<file path="src/rtl/vend_dispenser_ctrl.sv">
// vend_dispenser_ctrl: keypad-driven order entry and multi-channel spiral motor control.
// A debounced 3x4 keypad selects a channel and quantity. The selected spiral is then
// rotated once per item, counting rotations from its home sensor pair, with cancel,
// jam timeout and status outputs for the LCD driver.
module vend_dispenser_ctrl #(
  parameter int NUM_CH     = 4,
  parameter int DEB_CYCLES = 16,
  parameter int SENS_DEB   = 16,
  parameter int MAX_QTY    = 9,
  parameter int TIMEOUT    = 4096
) (
  input  logic              clock_in,
  input  logic              reset_in,
  input  logic [2:0]        coluna_in,
  input  logic [3:0]        linha_in,
  input  logic [NUM_CH-1:0] sensor1_in,
  input  logic [NUM_CH-1:0] sensor2_in,
  output logic [NUM_CH-1:0] rele_out,
  output logic              busy_out,
  output logic              done_out,
  output logic              fault_out,
  output logic [3:0]        sel_ch_out,
  output logic [3:0]        remaining_out,
  output logic              key_valid_out,
  output logic [3:0]        key_code_out
);

  localparam int DEB_W  = $clog2(DEB_CYCLES + 1);
  localparam int SENS_W = $clog2(SENS_DEB + 1);
  localparam int TMR_W  = $clog2(TIMEOUT + 1);
  localparam logic [3:0] NUM_CH_L  = 4'(NUM_CH);
  localparam logic [3:0] MAX_QTY_L = 4'(MAX_QTY);

  typedef enum logic [2:0] {IDLE, GOT_CH, GOT_QTY, DISPENSE, FAULT} state_t;

  state_t            state;
  logic [1:0]        col_idx, row_idx;
  logic              col_ok, row_ok;
  logic              raw_key;
  logic [3:0]        raw_code;
  logic [4:0]        key_sample;
  logic [4:0]        last_sample;
  logic [DEB_W-1:0]  deb_cnt;
  logic              armed;
  logic              ch_a, ch_b;
  logic [NUM_CH-1:0] ch_mask;
  logic              at_home, item_done;
  logic              left_home, stop_req;
  logic [SENS_W-1:0] sens_cnt;
  logic [TMR_W-1:0]  item_tmr;
  logic              key_star, key_hash, key_digit;

  // Turn the raw column/row lines into a key code; anything but one column plus one row is no key
  always_comb begin
    col_idx  = 2'd0;
    row_idx  = 2'd0;
    col_ok   = 1'b1;
    row_ok   = 1'b1;
    raw_key  = 1'b0;
    raw_code = 4'd0;
    case (coluna_in)
      3'b100:  col_idx = 2'd0;
      3'b010:  col_idx = 2'd1;
      3'b001:  col_idx = 2'd2;
      default: col_ok  = 1'b0;
    endcase
    case (linha_in)
      4'b1000: row_idx = 2'd0;
      4'b0100: row_idx = 2'd1;
      4'b0010: row_idx = 2'd2;
      4'b0001: row_idx = 2'd3;
      default: row_ok  = 1'b0;
    endcase
    if (col_ok && row_ok) begin
      raw_key = 1'b1;
      if (row_idx != 2'd3) begin
        raw_code = {2'b00, row_idx} * 4'd3 + {2'b00, col_idx} + 4'd1;
      end else begin
        case (col_idx)
          2'd0:    raw_code = 4'd10;
          2'd1:    raw_code = 4'd0;
          default: raw_code = 4'd11;
        endcase
      end
    end
  end

  assign key_sample = {raw_key, raw_code};

  // Debounce: a code must hold for DEB_CYCLES samples; a press fires only after a stable release
  always_ff @(posedge clock_in or negedge reset_in) begin
    if (!reset_in) begin
      last_sample   <= 5'd0;
      deb_cnt       <= '0;
      armed         <= 1'b0;
      key_valid_out <= 1'b0;
      key_code_out  <= 4'd0;
    end else begin
      key_valid_out <= 1'b0;
      if (key_sample != last_sample) begin
        last_sample <= key_sample;
        deb_cnt     <= DEB_W'(1);
      end else if (deb_cnt == DEB_W'(DEB_CYCLES - 1)) begin
        deb_cnt <= DEB_W'(DEB_CYCLES);
        if (!key_sample[4]) begin
          armed <= 1'b1;
        end else if (armed) begin
          armed         <= 1'b0;
          key_valid_out <= 1'b1;
          key_code_out  <= key_sample[3:0];
        end
      end else if (deb_cnt < DEB_W'(DEB_CYCLES - 1)) begin
        deb_cnt <= deb_cnt + DEB_W'(1);
      end
    end
  end

  // Pick out the selected channel's sensor pair and relay bit; other channels are ignored
  always_comb begin
    ch_a    = 1'b0;
    ch_b    = 1'b0;
    ch_mask = '0;
    for (int i = 0; i < NUM_CH; i++) begin
      if (sel_ch_out == 4'(i + 1)) begin
        ch_a       = sensor1_in[i];
        ch_b       = sensor2_in[i];
        ch_mask[i] = 1'b1;
      end
    end
  end

  assign at_home   = ch_a & ch_b;
  assign item_done = left_home && at_home && (sens_cnt == SENS_W'(SENS_DEB - 1));
  assign key_star  = key_valid_out && (key_code_out == 4'd10);
  assign key_hash  = key_valid_out && (key_code_out == 4'd11);
  assign key_digit = key_valid_out && (key_code_out <= 4'd9);

  // Order FSM: channel/quantity entry, per-item rotation counting, cancel and jam handling
  always_ff @(posedge clock_in or negedge reset_in) begin
    if (!reset_in) begin
      state         <= IDLE;
      sel_ch_out    <= 4'd0;
      remaining_out <= 4'd0;
      rele_out      <= '0;
      busy_out      <= 1'b0;
      done_out      <= 1'b0;
      fault_out     <= 1'b0;
      item_tmr      <= '0;
      sens_cnt      <= '0;
      left_home     <= 1'b0;
      stop_req      <= 1'b0;
    end else begin
      done_out <= 1'b0;
      case (state)
        IDLE: begin
          if (key_digit && key_code_out >= 4'd1 && key_code_out <= NUM_CH_L) begin
            sel_ch_out <= key_code_out;
            state      <= GOT_CH;
          end
        end
        GOT_CH: begin
          if (key_digit && key_code_out >= 4'd1 && key_code_out <= MAX_QTY_L) begin
            remaining_out <= key_code_out;
            state         <= GOT_QTY;
          end else if (key_star) begin
            sel_ch_out <= 4'd0;
            state      <= IDLE;
          end
        end
        GOT_QTY: begin
          if (key_hash) begin
            rele_out  <= ch_mask;
            busy_out  <= 1'b1;
            item_tmr  <= '0;
            sens_cnt  <= '0;
            left_home <= 1'b0;
            stop_req  <= 1'b0;
            state     <= DISPENSE;
          end else if (key_star) begin
            sel_ch_out    <= 4'd0;
            remaining_out <= 4'd0;
            state         <= IDLE;
          end
        end
        DISPENSE: begin
          if (key_star) begin
            stop_req <= 1'b1;
          end
          if (item_done) begin
            item_tmr  <= '0;
            sens_cnt  <= '0;
            left_home <= 1'b0;
            if (remaining_out == 4'd1 || stop_req) begin
              remaining_out <= 4'd0;
              rele_out      <= '0;
              busy_out      <= 1'b0;
              done_out      <= 1'b1;
              sel_ch_out    <= 4'd0;
              stop_req      <= 1'b0;
              state         <= IDLE;
            end else begin
              remaining_out <= remaining_out - 4'd1;
            end
          end else if (item_tmr == TMR_W'(TIMEOUT - 1)) begin
            rele_out  <= '0;
            busy_out  <= 1'b0;
            fault_out <= 1'b1;
            stop_req  <= 1'b0;
            state     <= FAULT;
          end else begin
            item_tmr <= item_tmr + TMR_W'(1);
            if (!left_home) begin
              sens_cnt <= '0;
              if (!at_home) begin
                left_home <= 1'b1;
              end
            end else if (at_home) begin
              sens_cnt <= sens_cnt + SENS_W'(1);
            end else begin
              sens_cnt <= '0;
            end
          end
        end
        FAULT: begin
          if (key_star) begin
            fault_out     <= 1'b0;
            sel_ch_out    <= 4'd0;
            remaining_out <= 4'd0;
            state         <= IDLE;
          end
        end
        default: state <= IDLE;
      endcase
    end
  end

endmodule

</file>
<file path="config.mk">
export PLATFORM = sky130hd
export DESIGN_NAME = vend_dispenser_ctrl
export DESIGN_NICKNAME = d
export VERILOG_FILES = /design/src/rtl/vend_dispenser_ctrl.sv
export SDC_FILE = /design/constraint.sdc
export NUM_CORES = 1
export LEC_CHECK = 0
export BUFFER_PORTS_ARGS = -buffer_cell sky130_fd_sc_hd__buf_2
export CORE_MARGIN = 3
export CORE_UTILIZATION = 53
export DETAILED_ROUTE_END_ITERATION = 8
export GPL_TIMING_DRIVEN = 0
export PLACE_DENSITY = 0.76
export SYNTH_ARGS = -nofsm -noshare
export SYNTH_HDL_FRONTEND = slang
export SYNTH_SLANG_ARGS = --single-unit
</file>
<file path="constraint.sdc">
create_clock -name clock_in -period 2.05 [get_ports clock_in]
set_input_delay 0.41 -clock clock_in [delete_from_list [all_inputs] [get_ports clock_in]]
set_output_delay 0.41 -clock clock_in [all_outputs]
set_load 0.01 [all_outputs]
</file>
# After elaboration in Yosys (flattened, before gate mapping)
# Cells that the tools add are included.
[classes]
n_addsub = 6
mul = 1
order_cmp = 4
eq_ne = 37
mux = 86
bitwise_logic = 2
n_reduce_logical = 28
[op_table]
columns = ["op", "count"]
rows = [
  ["4-bit two-way mux", 16],
  ["5-bit two-way mux", 8],
  ["1-bit two-way mux", 39],
  ["13-bit two-way mux", 3],
  ["13-bit one-hot mux with 2 select lines", 1],
  ["2-bit inequality test (second input constant)", 11],
  ["3-bit two-way mux", 7],
  ["4-bit one-hot mux with 5 select lines", 1],
  ["4-bit one-hot mux with 2 select lines", 2],
  ["4-bit one-hot mux with 4 select lines", 1],
  ["4-bit AND reduction", 4],
  ["3-bit one-hot mux with 5 select lines", 1],
  ["13-bit by 1-bit adder with 13-bit output (second input constant)", 1],
  ["13-bit by 12-bit equality test with 1-bit output (second input constant)", 1],
  ["4-bit by 1-bit equality test with 1-bit output (second input constant)", 3],
  ["4-bit by 2-bit equality test with 1-bit output (second input constant)", 3],
  ["4-bit equality test (second input constant)", 3],
  ["5-bit by 1-bit adder with 5-bit output (second input constant)", 2],
  ["5-bit by 4-bit equality test with 1-bit output (second input constant)", 2],
  ["5-bit one-hot mux with 2 select lines", 1],
  ["3-bit by 2-bit equality test with 1-bit output (second input constant)", 3],
  ["1-bit logical AND", 9],
  ["3-bit inequality test (second input constant)", 3],
  ["4-bit by 3-bit equality test with 1-bit output (second input constant)", 2],
  ["other kinds (29)", 37],
]
[totals]
register_bits = 54
output_inout_bits = 20
wordCells = 180

# Longest topological paths before layout
# Gate-level depths: netlist of run 1.
[depth]
depth_word = 11
ltp_mapped = 12

# Worst setup path after synthesis of run 1
# Ideal clock, no wire load.
[synth_timing]
path_type = "input -> register"
startpoint = "input linha_in[0]"
endpoint = "register deb_cnt[0]"
setup_ps = 118
arrival_ps = 3300
setup_slack_ps = -1368
path_stages = 12
n_path_buf = 1
path_cell_list = "xnor2_1 > nor2_1 > fa_1 > inv_1 > fa_1 > xor2_1 > o31ai_1 > a2111o_1 > a21bo_1 > or4_1 > buf_2 > a21o_1"
[synth_between]
elab_chain_len = 9
[synth_lines]
columns = ["item", "line_no", "source"]
rows = [
  ["start: declaration", "15", "input logic [3:0] linha_in,"],
  ["4-bit by 1-bit equality test with 1-bit output (tied with other cells)", "67", "case (linha_in)"],
  ["2-bit one-hot mux with 3 select lines", "67", ""],
  ["2-bit by 2-bit multiplier with 4-bit output", "77", "raw_code = {2'b00, row_idx} * 4'd3 + {2'b00, col_idx} + 4'd1;"],
  ["4-bit by 2-bit adder with 4-bit output", "77", ""],
  ["4-bit by 1-bit adder with 4-bit output", "77", ""],
  ["4-bit two-way mux", "76", "if (row_idx != 2'd3) begin"],
  ["4-bit two-way mux", "74", "if (col_ok && row_ok) begin"],
  ["5-bit inequality test *", "100", "if (key_sample != last_sample) begin"],
  ["3-bit nonzero test (no source line) / 5-bit two-way mux (equally long branches)", "n/a", ""],
  ["end signal: assignment", "104", "deb_cnt <= DEB_W'(DEB_CYCLES);"],
  ["end signal: assignment", "113", "deb_cnt <= deb_cnt + DEB_W'(1);"],
  ["end: declaration", "43", "logic [DEB_W-1:0] deb_cnt;"],
]
# Every way passes the cells marked *; elsewhere a longest branch is shown, timed or not.
# A chain may end at the register's enable or synchronous reset.

# Worst setup path after layout of run 1
[layout_timing]
startpoint = "input linha_in[2]"
endpoint = "register key_code_out[1]"
[layout_between]
elab_chain_len = 10
[layout_lines]
columns = ["item", "line_no", "source"]
rows = [
  ["4-bit by 1-bit equality test with 1-bit output (tied with other cells)", "67", ""],
  ["2-bit one-hot mux with 3 select lines", "67", ""],
  ["2-bit by 2-bit multiplier with 4-bit output", "77", ""],
  ["4-bit by 2-bit adder with 4-bit output", "77", ""],
  ["4-bit by 1-bit adder with 4-bit output", "77", ""],
  ["4-bit two-way mux", "76", ""],
  ["4-bit two-way mux", "74", ""],
  ["5-bit inequality test", "100", ""],
  ["1-bit inverter (no source line)", "n/a", ""],
  ["4-bit AND reduction (no source line)", "n/a", ""],
  ["end signal: assignment", "110", "key_code_out <= key_sample[3:0];"],
  ["end: declaration", "25", "output logic [3:0] key_code_out"],
]
# Several ways; a longest one is shown, not always the timed one.

==> results.sh, run 1 <==
export IMPL_die_area_sq_um=7290
export IMPL_cts_hold_buffers=0
export IMPL_clock_latency_ns=0.32
export IMPL_num_io_pins=37
export IMPL_routed_wl_um=10200
export IMPL_endpoint="key_code_out[1]$_DFFE_PN0P_"
export IMPL_finalHoldViolations=0
export IMPL_std_cell_rows=28
export IMPL_synth_area_top_cells="dfrtp_1 (40%), ha_1 (4.1%), inv_1 (3.4%)"
export IMPL_synth_mux_area_fraction=0.0386
export IMPL_dp_final_hpwl_um=5630
export IMPL_ys_seq_area_frac=0.404
export IMPL_yosysUniqueCellTypes=67
export IMPL_clkTransAtPathRegs_ns=0.10
export IMPL_final_cell_count_no_fill=521
export IMPL_die_w_um=85.4
export IMPL_slew_headroom=0.187
export IMPL_synth_simple_area_share=0.224
export IMPL_endpoint_kind="flip-flop"
export IMPL_worstReg2RegEnd="sens_cnt[3]$_DFFE_PN0P_"
export IMPL_path_class="in2reg"
export IMPL_nNetsFinal=475
export IMPL_stdcell_area_sq_um=4720
export IMPL_antenna_cells=0
export IMPL_synth_top_family_by_area="simple AND/OR/NAND/NOR gates"
export IMPL_drt_initial_drc_count=323
export IMPL_share_comb_of_total_power=0.400
export IMPL_drc=0
export IMPL_async_flop_share=1.00
export IMPL_reg2reg_depth=8
export IMPL_p_switching_mw=1.40
export IMPL_postSynthAreaPerCell_sq_um=9.39
export IMPL_dp_cells=467
export IMPL_p_seq_frac=0.410
export IMPL_cts_sinks=54
export IMPL_synth_seq_cells=54
export IMPL_synth_edf_count=0
export IMPL_r2r_start="state[1]$_DFFE_PN0P_"
export IMPL_chipHeight_um=85.4
export IMPL_rsz0062_at_grt="true"
export IMPL_fin_skew_ns=0.0107
export IMPL_cts_root_buf="clkbuf_8"
export IMPL_required_ns=2.25
export IMPL_synth_nets=386
export IMPL_min_path_type="in2async"
export IMPL_track_usage=0.258
export IMPL_clockBufferDepth=2
export IMPL_finalCritPeriodShare=1.55
export IMPL_layout_common_cells="dfrtp_1 (47), buf_4 (42), buf_2 (33)"
export IMPL_cts_buffers=5
export IMPL_holdWs_ns=0.333
export IMPL_fin_crit_ns=3.17
export IMPL_ant_nets=0
export IMPL_drive_gt1_frac=0.444
export IMPL_cap_violations=0
export IMPL_worstPathArrival_ns=3.37
export IMPL_grt_max_degree=55
export IMPL_finalSetupViolCount=42
export IMPL_startpoint="linha_in[2]"
export IMPL_worst_pin_slew_ns=1.22
export IMPL_final_common_cell="dfrtp_1"
export IMPL_synthAdderAreaFrac=0.0532
export IMPL_setup_tns_ns=-14.28
export IMPL_n_fill_cell=334
export IMPL_vias=3294
export IMPL_p_clk_frac=0.190
export IMPL_netlist_area_leader_share=0.404
export IMPL_cts_tree="done"
export IMPL_htreeDepth=2
export IMPL_post_place_ws_ns=-1.58
export IMPL_synth_xor_area_frac=0.0262
export IMPL_first_pass_iters=6
export IMPL_routed_via_density=6.32
export IMPL_fin_util=0.784
export IMPL_reg2reg_slack_ns=-0.17
export IMPL_postSynthCellCount=356
export IMPL_p_leak_nw=2.04
export IMPL_irDropWorstVdd_v=0.000589
export IMPL_status="finished with violations"
export IMPL_switching_share=0.378
export IMPL_yosysWarnings=0
export IMPL_place_area_sq_um=3760
export IMPL_power_density_nw_per_um2=783
export IMPL_violations="negative setup slack"
export IMPL_port_buffers=36
export IMPL_yosysTopAreaCell="dfrtp_1"
export IMPL_antenna_found_initial=0
export IMPL_synth_compound_area_frac=0.206
export IMPL_grt_pass1_wl_um=15000
export IMPL_synth_flop_cell="dfrtp_1"
export IMPL_critPathLaunchType="input pin"
export IMPL_slew_violations=0
export IMPL_grt_overflow=0
export IMPL_syn_cell_area_sq_um=3340
export IMPL_wl_per_cell_um=19.6
export IMPL_worst_slack_ns=-1.12
export IMPL_area_growth_pct=41.3
export IMPL_p_int_mw=2.30
export IMPL_path_max_fanout=4
export IMPL_place_gp_congestion=0.889
export IMPL_finalPower_mw=3.70
export IMPL_max_freq_mhz=316
export IMPL_core_sq_um=6030
export IMPL_grt_pass1_vias=3077
export IMPL_initial_core_util=0.555
registers in the layout, summed over array words and instances (netlist names), 3 cells and up:
| name | count |
|---|---|
| sens_cnt | 5 |
| sel_ch_out | 4 |
| state | 3 |
| remaining_out | 4 |
| item_tmr | 13 |
| last_sample | 5 |
| deb_cnt | 5 |
| key_code_out | 4 |
| rele_out | 4 |
cell families after synthesis:
group / after synthesis
DFF: 54
adders and majority gates: 13
and+or+nand+nor: 131
buffers and inverters: 41
muxes: 12
xor gates and xnor gates: 10
AOI/OAI and AO/OA: 95
worst max-delay path, cell delays in order:
cell and delay (ns):
buf_8 0.11, xnor2_4 0.17, nor3_4 0.07, fa_1 0.59, inv_2 0.05, fa_2 0.37
xor2_4 0.17, buf_4 0.16, o41ai_2 0.20, a21bo_4 0.29, buf_4 0.14, nor4_4 0.12
buf_4 0.20, mux2_4 0.31
final cells by class:
type | instances | area [sq um] | share of cell area
timing repair buffer | 83 | 593 | 0.126
clock buffer | 8 | 110 | 0.0233
sequential | 54 | 1360 | 0.288
buffer | 8 | 75.1 | 0.0159
inverter | 31 | 120 | 0.0254
multi-input combinational | 262 | 2370 | 0.502
tap | 75 | 93.8 | 0.0199
layer usage:
layer	GRT usage	vias to the layer above	wire, um
met2	0.431	147	5220
met5	0	-	0
met4	0.114	0	359
met3	0.0427	39	586
met1	0.329	1614	4070
li1	-	1494	-
worst min path at each step:
stage                                     endpoint  slack, ns  cells after the start
after floorplan                  armed$_DFFE_PN0P_       0.11                      0
after global placement    item_tmr[12]$_DFFE_PN0P_       0.46                      1
after detailed placement  item_tmr[12]$_DFFE_PN0P_       0.47                      1
after CTS                  item_tmr[9]$_DFFE_PN0P_       0.37                      1
after global routing       item_tmr[7]$_DFFE_PN0P_       0.42                      1
final                      item_tmr[7]$_DFFE_PN0P_       0.33                      1
power groups by stage:
stage,registers (mW),logic (mW),clock network (mW)
2_1_floorplan,1.50,0.693,0
3_3_place_gp,1.50,0.980,0
3_5_place_dp,1.51,1.02,0
4_1_cts,1.49,1.22,0.696
5_1_grt,1.55,1.61,0.756
6_report,1.52,1.48,0.701
timing repair:
item,4_1_cts,5_1_grt
endpoints found under the setup margin,48,50
buffers inserted,30,15
cloned,2,1
gates resized for setup,79,42
pin swaps,45,23
cells in the mapped netlist, types with 2 or more instances:
cell / number
o22ai_1: 2
nor2b_1: 4
o2bb2ai_1: 4
o31ai_1: 10
a211oi_1: 3
nand4_1: 6
dfrtp_1: 54
nand3_1: 17
fa_1: 2
buf_2: 3
mux2_2: 4
and3_1: 6
nor3_2: 3
nor4_1: 2
o21a_1: 3
ha_1: 11
a31oi_1: 7
a221o_1: 2
o21ai_0: 18
and2_1: 4
inv_1: 30
nor2_1: 27
a21o_1: 5
xor2_1: 7
xnor2_1: 3
o41ai_1: 2
nor3_1: 11
nor3b_1: 4
or4_1: 7
or2_2: 2
o211ai_1: 3
a32o_1: 2
a41oi_1: 2
clkbuf_1: 5
or2_1: 2
a21oi_1: 18
or3_1: 6
mux2i_1: 7
nand3b_1: 2
nand2_1: 18
and4b_1: 2
No activity file was read; power rests on OpenSTA's default activity.
==> inputs of run 2 (changes only) <==
--- a/config.mk
+++ b/config.mk
@@ -8,6 +8,7 @@
 export BUFFER_PORTS_ARGS = -buffer_cell sky130_fd_sc_hd__buf_2
 export CORE_MARGIN = 3
 export CORE_UTILIZATION = 53
+export CTS_BUF_LIST = sky130_fd_sc_hd__clkbuf_16
 export DETAILED_ROUTE_END_ITERATION = 8
 export GPL_TIMING_DRIVEN = 0
 export PLACE_DENSITY = 0.76
==> run 2 against run 1 <==
Against the previous run:
- the run still ends with negative setup slack left
- final cell count rose by 0.77%
- core utilization rose by 2.3 points
- clock-buffer cell count fell by 3
- register-to-register slack got worse by 0.03 ns
- power rose by 3.7%
- largest cell class unchanged
==> results.sh, run 2 (synthesis gave the netlist of run 1 again) <==
export IMPL_final_cell_count_no_fill=525
export IMPL_grt_pass1_wl_um=15900
export IMPL_clkTransAtPathRegs_ns=0.07
export IMPL_routed_via_density=6.75
export IMPL_grt_max_degree=55
export IMPL_finalSetupViolCount=47
export IMPL_worst_slack_ns=-1.12
export IMPL_dr_wl_met2_um=5630
export IMPL_required_ns=2.23
export IMPL_reg2reg_slack_ns=-0.20
export IMPL_cts_hold_buffers=0
export IMPL_wl_per_cell_um=22.0
export IMPL_routed_wl_um=11500
export IMPL_grt_overflow=0
export IMPL_chipHeight_um=85.4
export IMPL_cts_sinks=54
export IMPL_antenna_found_initial=0
export IMPL_finalCritPeriodShare=1.55
export IMPL_violations="negative setup slack"
export IMPL_area_growth_pct=45.4
export IMPL_drc=0
export IMPL_reg2reg_depth=9
export IMPL_max_freq_mhz=316
export IMPL_cts_root_buf="clkbuf_16"
export IMPL_layout_common_cells="dfrtp_1 (44), buf_4 (40), buf_2 (33)"
export IMPL_irDropWorstVdd_v=0.000572
export IMPL_clock_latency_ns=0.30
export IMPL_cts_tree="done"
export IMPL_place_gp_congestion=0.889
export IMPL_r2r_start="state[0]$_DFFE_PN0P_"
export IMPL_p_leak_nw=2.09
export IMPL_first_pass_iters=6
export IMPL_worstReg2RegEnd="item_tmr[3]$_DFFE_PN0P_"
export IMPL_clockBufferDepth=2
export IMPL_grt_pass1_vias=3180
export IMPL_slew_headroom=0.200
export IMPL_dp_final_hpwl_um=5630
export IMPL_status="finished with violations"
export IMPL_cts_buffers=5
export IMPL_wl_met1_um=4330
export IMPL_endpoint_kind="flip-flop"
export IMPL_num_io_pins=37
export IMPL_post_place_ws_ns=-1.58
export IMPL_wl_met3_um=867
export IMPL_slew_violations=0
export IMPL_stdcell_area_sq_um=4860
export IMPL_place_area_sq_um=3760
export IMPL_final_common_cell="dfrtp_1"
export IMPL_n_fill_cell=313
export IMPL_die_area_sq_um=7290
export IMPL_drt_initial_drc_count=481
export IMPL_critPathLaunchType="input pin"
export IMPL_die_w_um=85.4
export IMPL_cap_violations=0
export IMPL_track_usage=0.273
export IMPL_initial_core_util=0.555
export IMPL_std_cell_rows=28
export IMPL_dp_cells=467
export IMPL_fin_crit_ns=3.17
export IMPL_ant_nets=0
export IMPL_fin_skew_ns=0.0122
export IMPL_port_buffers=36
export IMPL_rsz0062_at_grt="true"
export IMPL_vias=3546
export IMPL_min_path_type="in2async"
export IMPL_antenna_cells=0
export IMPL_largest_register_ffs=13
export IMPL_path_max_fanout=6
export IMPL_path_class="in2reg"
export IMPL_htreeDepth=2
export IMPL_dr_max_layer_used="met4"
export IMPL_power_density_nw_per_um2=790
export IMPL_finalHoldViolations=0
export IMPL_regMostFlops="item_tmr"
export IMPL_nNetsFinal=479
export IMPL_drive_gt1_frac=0.456
export IMPL_worstPathArrival_ns=3.35
export IMPL_core_sq_um=6030
export IMPL_worst_pin_slew_ns=1.20
export IMPL_startpoint="linha_in[1]"
-- run 2: repair_timing --
item | 4_1_cts | 5_1_grt
setup endpoints to repair | 49 | 50
resized for setup | 89 | 52
gates cloned | 3 | 0
pin swaps | 43 | 29
buffers inserted | 34 | 16
-- run 2: worst max-delay path by stage --
stage                     depth (start not counted)  slack (ns)                endpoint
after floorplan                                  12       -1.18  deb_cnt[0]$_DFFE_PN0P_
after detailed placement                         13       -1.58  deb_cnt[0]$_DFFE_PN0P_
after global placement                           13       -1.47  deb_cnt[0]$_DFFE_PN0P_
after CTS                                        12       -1.07  deb_cnt[0]$_DFFE_PN0P_
final                                            12       -1.12  deb_cnt[0]$_DFFE_PN0P_
after global routing                             12       -1.18  deb_cnt[0]$_DFFE_PN0P_
-- run 2: layer usage --
layer  up-vias  GRT usage
li1       1513          -
met1      1707      0.347
met2       243      0.442
met3        83     0.0563
met4         0      0.137
met5         -          0
-- run 2: critical path, stage by stage --
cell and delay, ns:
buf_12 0.11, xnor2_4 0.19, nor2_4 0.07, fa_1 0.60
inv_2 0.05, fa_2 0.38, xor2_4 0.17, buf_4 0.15
o41ai_2 0.20, a21bo_4 0.29, or4_4 0.54, a21o_1 0.18
-- run 2: where the power goes --
group          internal, mW  switching [mW]
logic                 0.672           0.805
clock network         0.442           0.389
registers              1.27           0.258
-- run 2: area by class of cell --
cell class	instances	area, sq um	area share
multi-input combinational	262	2400	0.494
sequential	54	1360	0.281
timing repair buffer	87	666	0.137
clock buffer	5	125	0.0258
inverter	31	118	0.0242
tap	75	93.8	0.0193
buffer	8	78.8	0.0162
clock inverter	3	11.3	0.00232
-- run 2: through the flow --
stage | setup TNS [ns] | utilization | hold WS (ns) | power, mW
final | -14.80 | 0.806 | 0.351 | 3.84
after detailed placement | -28.33 | 0.624 | 0.468 | 2.52
after floorplan | -12.16 | - | 0.114 | 2.20
after global routing | -17.80 | 0.806 | 0.447 | 4.05
after CTS | -11.78 | 0.754 | 0.396 | 3.56
after global placement | -24.83 | 0.624 | 0.463 | 2.48
